**config.mk**
```make
export PLATFORM = sky130hd
export DESIGN_NAME = slice_gatherer
export DESIGN_NICKNAME = d
export VERILOG_FILES = /design/src/rtl/slice_gatherer.sv
export SDC_FILE = /design/constraint.sdc
export NUM_CORES = 1
export LEC_CHECK = 0
export ABC_AREA = 1
export ABC_CLOCK_PERIOD_IN_PS = 1400
export BUFFER_PORTS_ARGS = -buffer_cell sky130_fd_sc_hd__buf_4
export CAP_MARGIN = 30
export CORE_ASPECT_RATIO = 0.8
export CORE_MARGIN = 2
export CORE_UTILIZATION = 53
export CTS_BUF_LIST = sky130_fd_sc_hd__clkbuf_16
export CTS_CLUSTER_DIAMETER = 40
export DETAILED_ROUTE_END_ITERATION = 12
export PLACE_DENSITY_LB_ADDON = 0.25
export SETUP_SLACK_MARGIN = 0.02
export SLEW_MARGIN = 10
export SYNTH_ARGS = -nofsm -noshare
export SYNTH_HDL_FRONTEND = slang
export SYNTH_SLANG_ARGS = --single-unit
```
**constraint.sdc**
```tcl
create_clock -name clk -period 1.4 [get_ports clk]
set_input_delay 0.28 -clock clk [delete_from_list [all_inputs] [get_ports clk]]
set_output_delay 0.28 -clock clk [all_outputs]
set_load 0.1 [all_outputs]
```
**src/rtl/slice_gatherer.sv**
```systemverilog
// slice_gatherer: packs a stream of SLICE_W-bit slices into SLICES*SLICE_W-bit words.
// The input and the output each use a valid/ready handshake. When in_last ends a
// word early, the word is short and its unfilled slices are zero.
// Optional feature macro: SLICE_GATHERER_MSB_FIRST_EN. It places slice 0 in the
// most-significant slot, so a partial word is left-justified.
module slice_gatherer #(
    parameter int SLICE_W = 3,
    parameter int SLICES  = 4
) (
    input  logic                         clk,
    input  logic                         rst,
    input  logic [SLICE_W-1:0]           in_data,
    input  logic                         in_valid,
    input  logic                         in_last,
    output logic                         in_ready,
    output logic [SLICES*SLICE_W-1:0]    out_data,
    output logic [$clog2(SLICES+1)-1:0]  out_count,
    output logic                         out_valid,
    input  logic                         out_ready
);

    localparam int WORD_W = SLICES * SLICE_W;
    localparam int CNT_W  = $clog2(SLICES);
    localparam int OCNT_W = $clog2(SLICES + 1);

    logic [CNT_W-1:0]  cnt;
    logic [WORD_W-1:0] acc;
    logic [WORD_W-1:0] slot;
    logic [WORD_W-1:0] merged;
    logic              accept;
    logic              done;

    // A slice can enter whenever the word register is empty or is being drained.
    assign in_ready = !out_valid || out_ready;
    assign accept   = in_valid && in_ready;
    assign done     = accept && (in_last || (cnt == CNT_W'(SLICES - 1)));

    // Place the incoming slice at the slot selected by the slice counter.
    always_comb begin
        slot = '0;
        for (int k = 0; k < SLICES; k++) begin
            if (int'(cnt) == k) begin
`ifdef SLICE_GATHERER_MSB_FIRST_EN
                slot[(SLICES-1-k)*SLICE_W +: SLICE_W] = in_data;
`else
                slot[k*SLICE_W +: SLICE_W] = in_data;
`endif
            end
        end
        merged = acc | slot;
    end

    // Accumulate slices and hand finished words to the output register.
    // A finishing word may load on the same edge that the consumer takes the
    // previous one, which keeps the rate at one slice per cycle.
    always_ff @(posedge clk) begin
        if (rst) begin
            cnt       <= '0;
            acc       <= '0;
            out_data  <= '0;
            out_count <= '0;
            out_valid <= 1'b0;
        end else begin
            if (out_valid && out_ready) begin
                out_valid <= 1'b0;
            end
            if (done) begin
                out_data  <= merged;
                out_count <= OCNT_W'(cnt) + OCNT_W'(1);
                out_valid <= 1'b1;
                cnt       <= '0;
                acc       <= '0;
            end else if (accept) begin
                acc <= merged;
                cnt <= cnt + CNT_W'(1);
            end
        end
    end

endmodule

```
==> results of run 1 <==
-- worst paths after layout --
check                    startpoint                endpoint  slack [ns]  depth (start not counted)
min reg2reg     acc[6]$_SDFFE_PP0P_     acc[6]$_SDFFE_PP0P_        0.45                          2
max reg2reg     cnt[0]$_SDFFE_PP0P_     acc[5]$_SDFFE_PP0P_        0.15                          7
max          out_valid$_SDFFE_PP0P_                in_ready        0.10                          2
min                             rst  out_valid$_SDFFE_PP0P_        0.17                          2
-- Yosys cell counts, types with 3 or more instances --
library cell / count
o21bai_1: 3
ha_1: 4
buf_2: 4
buf_6: 3
nand2_1: 40
nand3_1: 6
dfxtp_1: 30
a21oi_1: 13
nor2_1: 27
o21ai_0: 9
nand4_1: 9
inv_1: 31
-- final cells by class --
| class | instances | area (um2) |
|---|---|---|
| clock buffer | 5 | 125 |
| clock inverter | 3 | 11.3 |
| fill | 196 | 699 |
| inverter | 32 | 120 |
| multi-input combinational | 114 | 561 |
| sequential | 30 | 607 |
| tap | 27 | 33.8 |
| timing repair buffer | 31 | 245 |
-- state kept, by name, indices dropped and copies added, names as in the netlist --
name and count:
out_data 12, acc 12, out_valid 1, cnt 2, out_count 3
-- power breakdown --
part           internal [mW]  switching, mW  total (mW)
sequential             0.897         0.0202       0.918
combinational          0.120          0.355       0.475
clock                  0.635          0.339       0.974
-- what timing repair did --
| item | 4_1_cts | 5_1_grt |
|---|---|---|
| gates cloned | 0 | 0 |
| buffers inserted | 0 | 1 |
| setup endpoints to repair | 3 | 26 |
| gates resized for setup | 1 | 6 |
-- routing by layer --
layer | vias up | routed length (um) | global-route usage
li1 | 629 | - | -
met1 | 562 | 1190 | 0.276
met2 | 39 | 1360 | 0.346
met3 | 9 | 179 | 0.0642
met4 | 0 | 53 | 0.100
met5 | - | 0 | 0
-- kinds of logic (layout without fill, tap and decap cells) --
logic type / after synthesis / count (layout) / synth area share
buffers and inverters: 39 / 71 / 0.132
and+or+nand+nor: 84 / 84 / 0.269
adders and majority gates: 4 / 4 / 0.0380
AOI/OAI and AO/OA: 26 / 26 / 0.106
DFF: 30 / 30 / 0.455
==> results.sh, run 1 <==
export IMPL_grt_max_degree=25
export IMPL_rsz0062_at_grt="no"
export IMPL_yosysTopAreaCell="dfxtp_1"
export IMPL_finalNonFillerCells=242
export IMPL_fin_total_pwr_mw=2.37
export IMPL_critPathCaptureType="output pin"
export IMPL_slowest_stage="dfxtp_4"
export IMPL_fp_dieW_um=59.8
export IMPL_drive_above_1_share=0.209
export IMPL_vias=1239
export IMPL_die_h_um=48.6
export IMPL_ir_drop_mv=0.836
export IMPL_layout_commonest_cell="nand2_1"
export IMPL_synth_area_top_cells="dfxtp_1, nand2_1, inv_1"
export IMPL_finish_utilization=0.709
export IMPL_timing_hold_ws_ns=0.174
export IMPL_ys_types=16
export IMPL_fin_crit_sh=0.929
export IMPL_avgViaCountPerCell=5.12
export IMPL_hold_buffers=0
export IMPL_area_growth_pct=29.1
export IMPL_slew_violations=0
export IMPL_syn_avg_cell_area_um2=7.21
export IMPL_status="complete, no violations"
export IMPL_ys_ff_latch=30
export IMPL_htree_levels=2
export IMPL_grt_pass1_vias=1154
export IMPL_async_flop_share=0
export IMPL_placed_area_mm2=0.00154
export IMPL_startpoint_type="register"
export IMPL_finalClockSkew_ns=0.00373
export IMPL_rows=16
export IMPL_holdCritPathClass="input pin to register"
export IMPL_firstDrtPassIters=5
export IMPL_cts_made_buffers=5
export IMPL_cp_top_family="flip-flops"
export IMPL_grt_pass1_wl_um=4860
export IMPL_syn_num_nets=195
export IMPL_worstMarginPinSlew_ns=0.280
export IMPL_setup_viol=0
export IMPL_antenna_cells=0
export IMPL_fin_area_mm2=0.00170
export IMPL_worst_setup_path_type="register to output pin"
export IMPL_syn_area_mm2=0.00132
export IMPL_die_area_mm2=0.00291
export IMPL_slew_headroom=0.815
export IMPL_synth_top_flop_cell="dfxtp_1"
export IMPL_dp_hpwl_um=1960
export IMPL_worstPathMaxFanout=3
export IMPL_grt_usage=0.221
export IMPL_antenna_found_initial=0
export IMPL_port_buffers=24
export IMPL_path_clk_slew_ns=0.05
export IMPL_ant_nets=0
export IMPL_synth_top_area_frac=0.455
export IMPL_leakage_nw=0.849
export IMPL_place_congestion=0.841
export IMPL_pre_cts_ws_ns=0.0199
export IMPL_mostFrequentLayoutCells="nand2_1, inv_1, buf_4"
export IMPL_crit_required_ns=1.12
export IMPL_worstPathCellList="nand2_2 -> buf_4"
export IMPL_wl_per_cell_um=11.5
export IMPL_io_pins=25
export IMPL_cts_root_buf="clkbuf_16"
export IMPL_layout_nets=226
export IMPL_p_per_area_mw_per_mm2=1390
export IMPL_cp_num_buf_inv=1
export IMPL_cts_sinks=30
export IMPL_start_util=0.549
export IMPL_setup_tns_ns=0
export IMPL_drt_iter0_drc=81
export IMPL_synth_cells=183
export IMPL_slowest_delay_ns=0.34
export IMPL_min_period_ns=1.30
export IMPL_grt_overflow=0
export IMPL_cap_violations=0
export IMPL_place_inst=233
export IMPL_cp_arrival_ns=1.02
export IMPL_clockBufferDepth=2
export IMPL_drc_errors=0
export IMPL_synth_edf_count=0
export IMPL_wl_um=2780
export IMPL_finalHoldViolations=0
export IMPL_seq_area_frac_synth=0.455
export IMPL_ys_warn_count=0
export IMPL_design_core_area_mm2=0.00240
export IMPL_clk_latency_ns=0.27
export IMPL_final_setup_worst_slack_ns=0.100
export IMPL_cts_tree="built"
export IMPL_fmax_ghz=0.769
No activity file was read; power rests on OpenSTA's default activity.
==> run 2: changes to the inputs <==
--- a/config.mk
+++ b/config.mk
@@ -15,7 +15,8 @@
 export CTS_BUF_LIST = sky130_fd_sc_hd__clkbuf_16
 export CTS_CLUSTER_DIAMETER = 40
 export DETAILED_ROUTE_END_ITERATION = 12
-export PLACE_DENSITY_LB_ADDON = 0.25
+export MAX_ROUTING_LAYER = met4
+export PLACE_DENSITY = 0.77
 export SETUP_SLACK_MARGIN = 0.02
 export SLEW_MARGIN = 10
 export SYNTH_ARGS = -nofsm -noshare
==> run 2 against run 1 <==
  * Non-clock buffer count shrank 1
  * Register-to-register slack lost 0.03 ns
  * Clock skew about the same
  * Worst setup slack improved by 0.0087 ns
  * Critical path depth stayed put
  * Cell area decreased by 1.5%
  * Via count rose by 0.40%
  * Count of clock-buffer cells in the layout unchanged
  * Sequential share of layout area grew 0.56 points
  * Fmax is 0.67% higher
  * Sequential cell count unchanged
  * Die area did not move
==> results.sh, run 2 (synthesis results as in run 1) <==
export IMPL_status="complete, no violations"
export IMPL_placed_area_mm2=0.00153
export IMPL_mostFrequentLayoutCells="nand2_1, inv_1, buf_4"
export IMPL_antenna_cells=0
export IMPL_dp_hpwl_um=2010
export IMPL_grt_usage=0.235
export IMPL_finalHoldViolations=0
export IMPL_cts_tree="built"
export IMPL_grt_pass1_vias=1161
export IMPL_wl_per_cell_um=12.3
export IMPL_path_clk_slew_ns=0.05
export IMPL_drive_above_1_share=0.206
export IMPL_critPathCaptureType="output pin"
export IMPL_wl_um=2970
export IMPL_clk_latency_ns=0.27
export IMPL_slew_violations=0
export IMPL_fillers=195
export IMPL_die_h_um=48.6
export IMPL_finish_utilization=0.698
export IMPL_rsz0062_at_grt="no"
export IMPL_place_congestion=0.826
export IMPL_final_seq_area_um2=607
export IMPL_slowest_stage="dfxtp_4"
export IMPL_avgViaCountPerCell=5.16
export IMPL_holdCritPathClass="input pin to register"
export IMPL_htree_levels=2
export IMPL_grt_max_degree=17
export IMPL_design_core_area_mm2=0.00240
export IMPL_drt_iter0_drc=85
export IMPL_ir_drop_mv=0.847
export IMPL_antenna_found_initial=0
export IMPL_cap_violations=0
export IMPL_worst_setup_path_type="register to output pin"
export IMPL_fin_crit_sh=0.922
export IMPL_worstPathMaxFanout=3
export IMPL_firstDrtPassIters=5
export IMPL_leakage_nw=0.834
export IMPL_vias=1244
export IMPL_worstPathCellList="nand2_2 -> buf_4"
export IMPL_grt_pass1_wl_um=4940
export IMPL_crit_required_ns=1.12
export IMPL_worstMarginPinSlew_ns=0.273
export IMPL_drc_errors=0
export IMPL_slowest_delay_ns=0.34
export IMPL_fp_dieW_um=59.8
export IMPL_largestRegisters="acc (12), out_data (12), out_count (3)"
export IMPL_slew_headroom=0.817
export IMPL_io_pins=25
export IMPL_p_per_area_mw_per_mm2=1420
export IMPL_fin_area_mm2=0.00168
export IMPL_pre_cts_ws_ns=-0.0807
export IMPL_cp_arrival_ns=1.01
export IMPL_die_area_mm2=0.00291
export IMPL_grt_overflow=0
export IMPL_clockBufferDepth=2
export IMPL_final_setup_worst_slack_ns=0.109
export IMPL_port_buffers=24
export IMPL_cts_made_buffers=5
export IMPL_area_growth_pct=27.1
export IMPL_multi_input_area_um2=549
export IMPL_cts_setup_buffers=0
export IMPL_cts_sinks=30
export IMPL_min_period_ns=1.29
export IMPL_fmax_ghz=0.774
export IMPL_finalClockSkew_ns=0.00363
export IMPL_rows=16
export IMPL_start_util=0.549
export IMPL_timing_hold_ws_ns=0.192
export IMPL_startpoint_type="register"
export IMPL_ant_nets=0
export IMPL_setup_viol=0
export IMPL_fin_total_pwr_mw=2.38
export IMPL_layout_commonest_cell="nand2_1"
export IMPL_cts_root_buf="clkbuf_16"
export IMPL_layout_nets=225
[run 2: per-stage QoR]
step | TNS [ns] | std cells
after floorplan | 0 | 183
after global placement | 0 | 233
after detailed placement | -0.849 | 233
after CTS | 0 | 241
after global routing | 0 | 241
final | 0 | 241
[run 2: power breakdown]
group          switching, mW  total (mW)  internal [mW]
Combinational          0.354       0.467          0.113
Clock                  0.357       0.997          0.640
Sequential            0.0220       0.919          0.897
[run 2: timing repair]
action | in CTS | in global routing
hold buffers | 0 | 0
endpoints found under the setup margin | 14 | 30
pin swaps | 0 | 0
resized for setup | 1 | 5
[run 2: critical path: cells and delay by family (launching register included)]
family / cells / cell delay, ns
flops: 1 / 0.34
buf+inv: 1 / 0.30
simple gates: 1 / 0.10
[run 2: path summary, 6_finish.rpt]
| kind | end | depth (start not counted) | startpoint | slack [ns] |
|---|---|---|---|---|
| max | in_ready | 2 | out_valid$_SDFFE_PP0P_ | 0.11 |
| min | out_valid$_SDFFE_PP0P_ | 2 | rst | 0.19 |
| max reg2reg | acc[11]$_SDFFE_PP0P_ | 6 | cnt[0]$_SDFFE_PP0P_ | 0.12 |
| min reg2reg | acc[1]$_SDFFE_PP0P_ | 2 | acc[1]$_SDFFE_PP0P_ | 0.46 |
[run 2: area by class of cell]
class	instances	share of cell area
repair buffers	30	0.137
well taps	27	0.0201
clock buffers	5	0.0746
flip-flops and latches	30	0.362
inverters	32	0.0716
multi-input cells	114	0.328
clock inverters	3	0.00746
[run 2: routing by layer]
metal	GRT usage	vias to the layer above	routed length, um
li1	-	626	-
met1	0.262	567	1230
met2	0.377	43	1510
met3	0.0882	8	176
met4	0.0889	0	55
met5	-	-	0
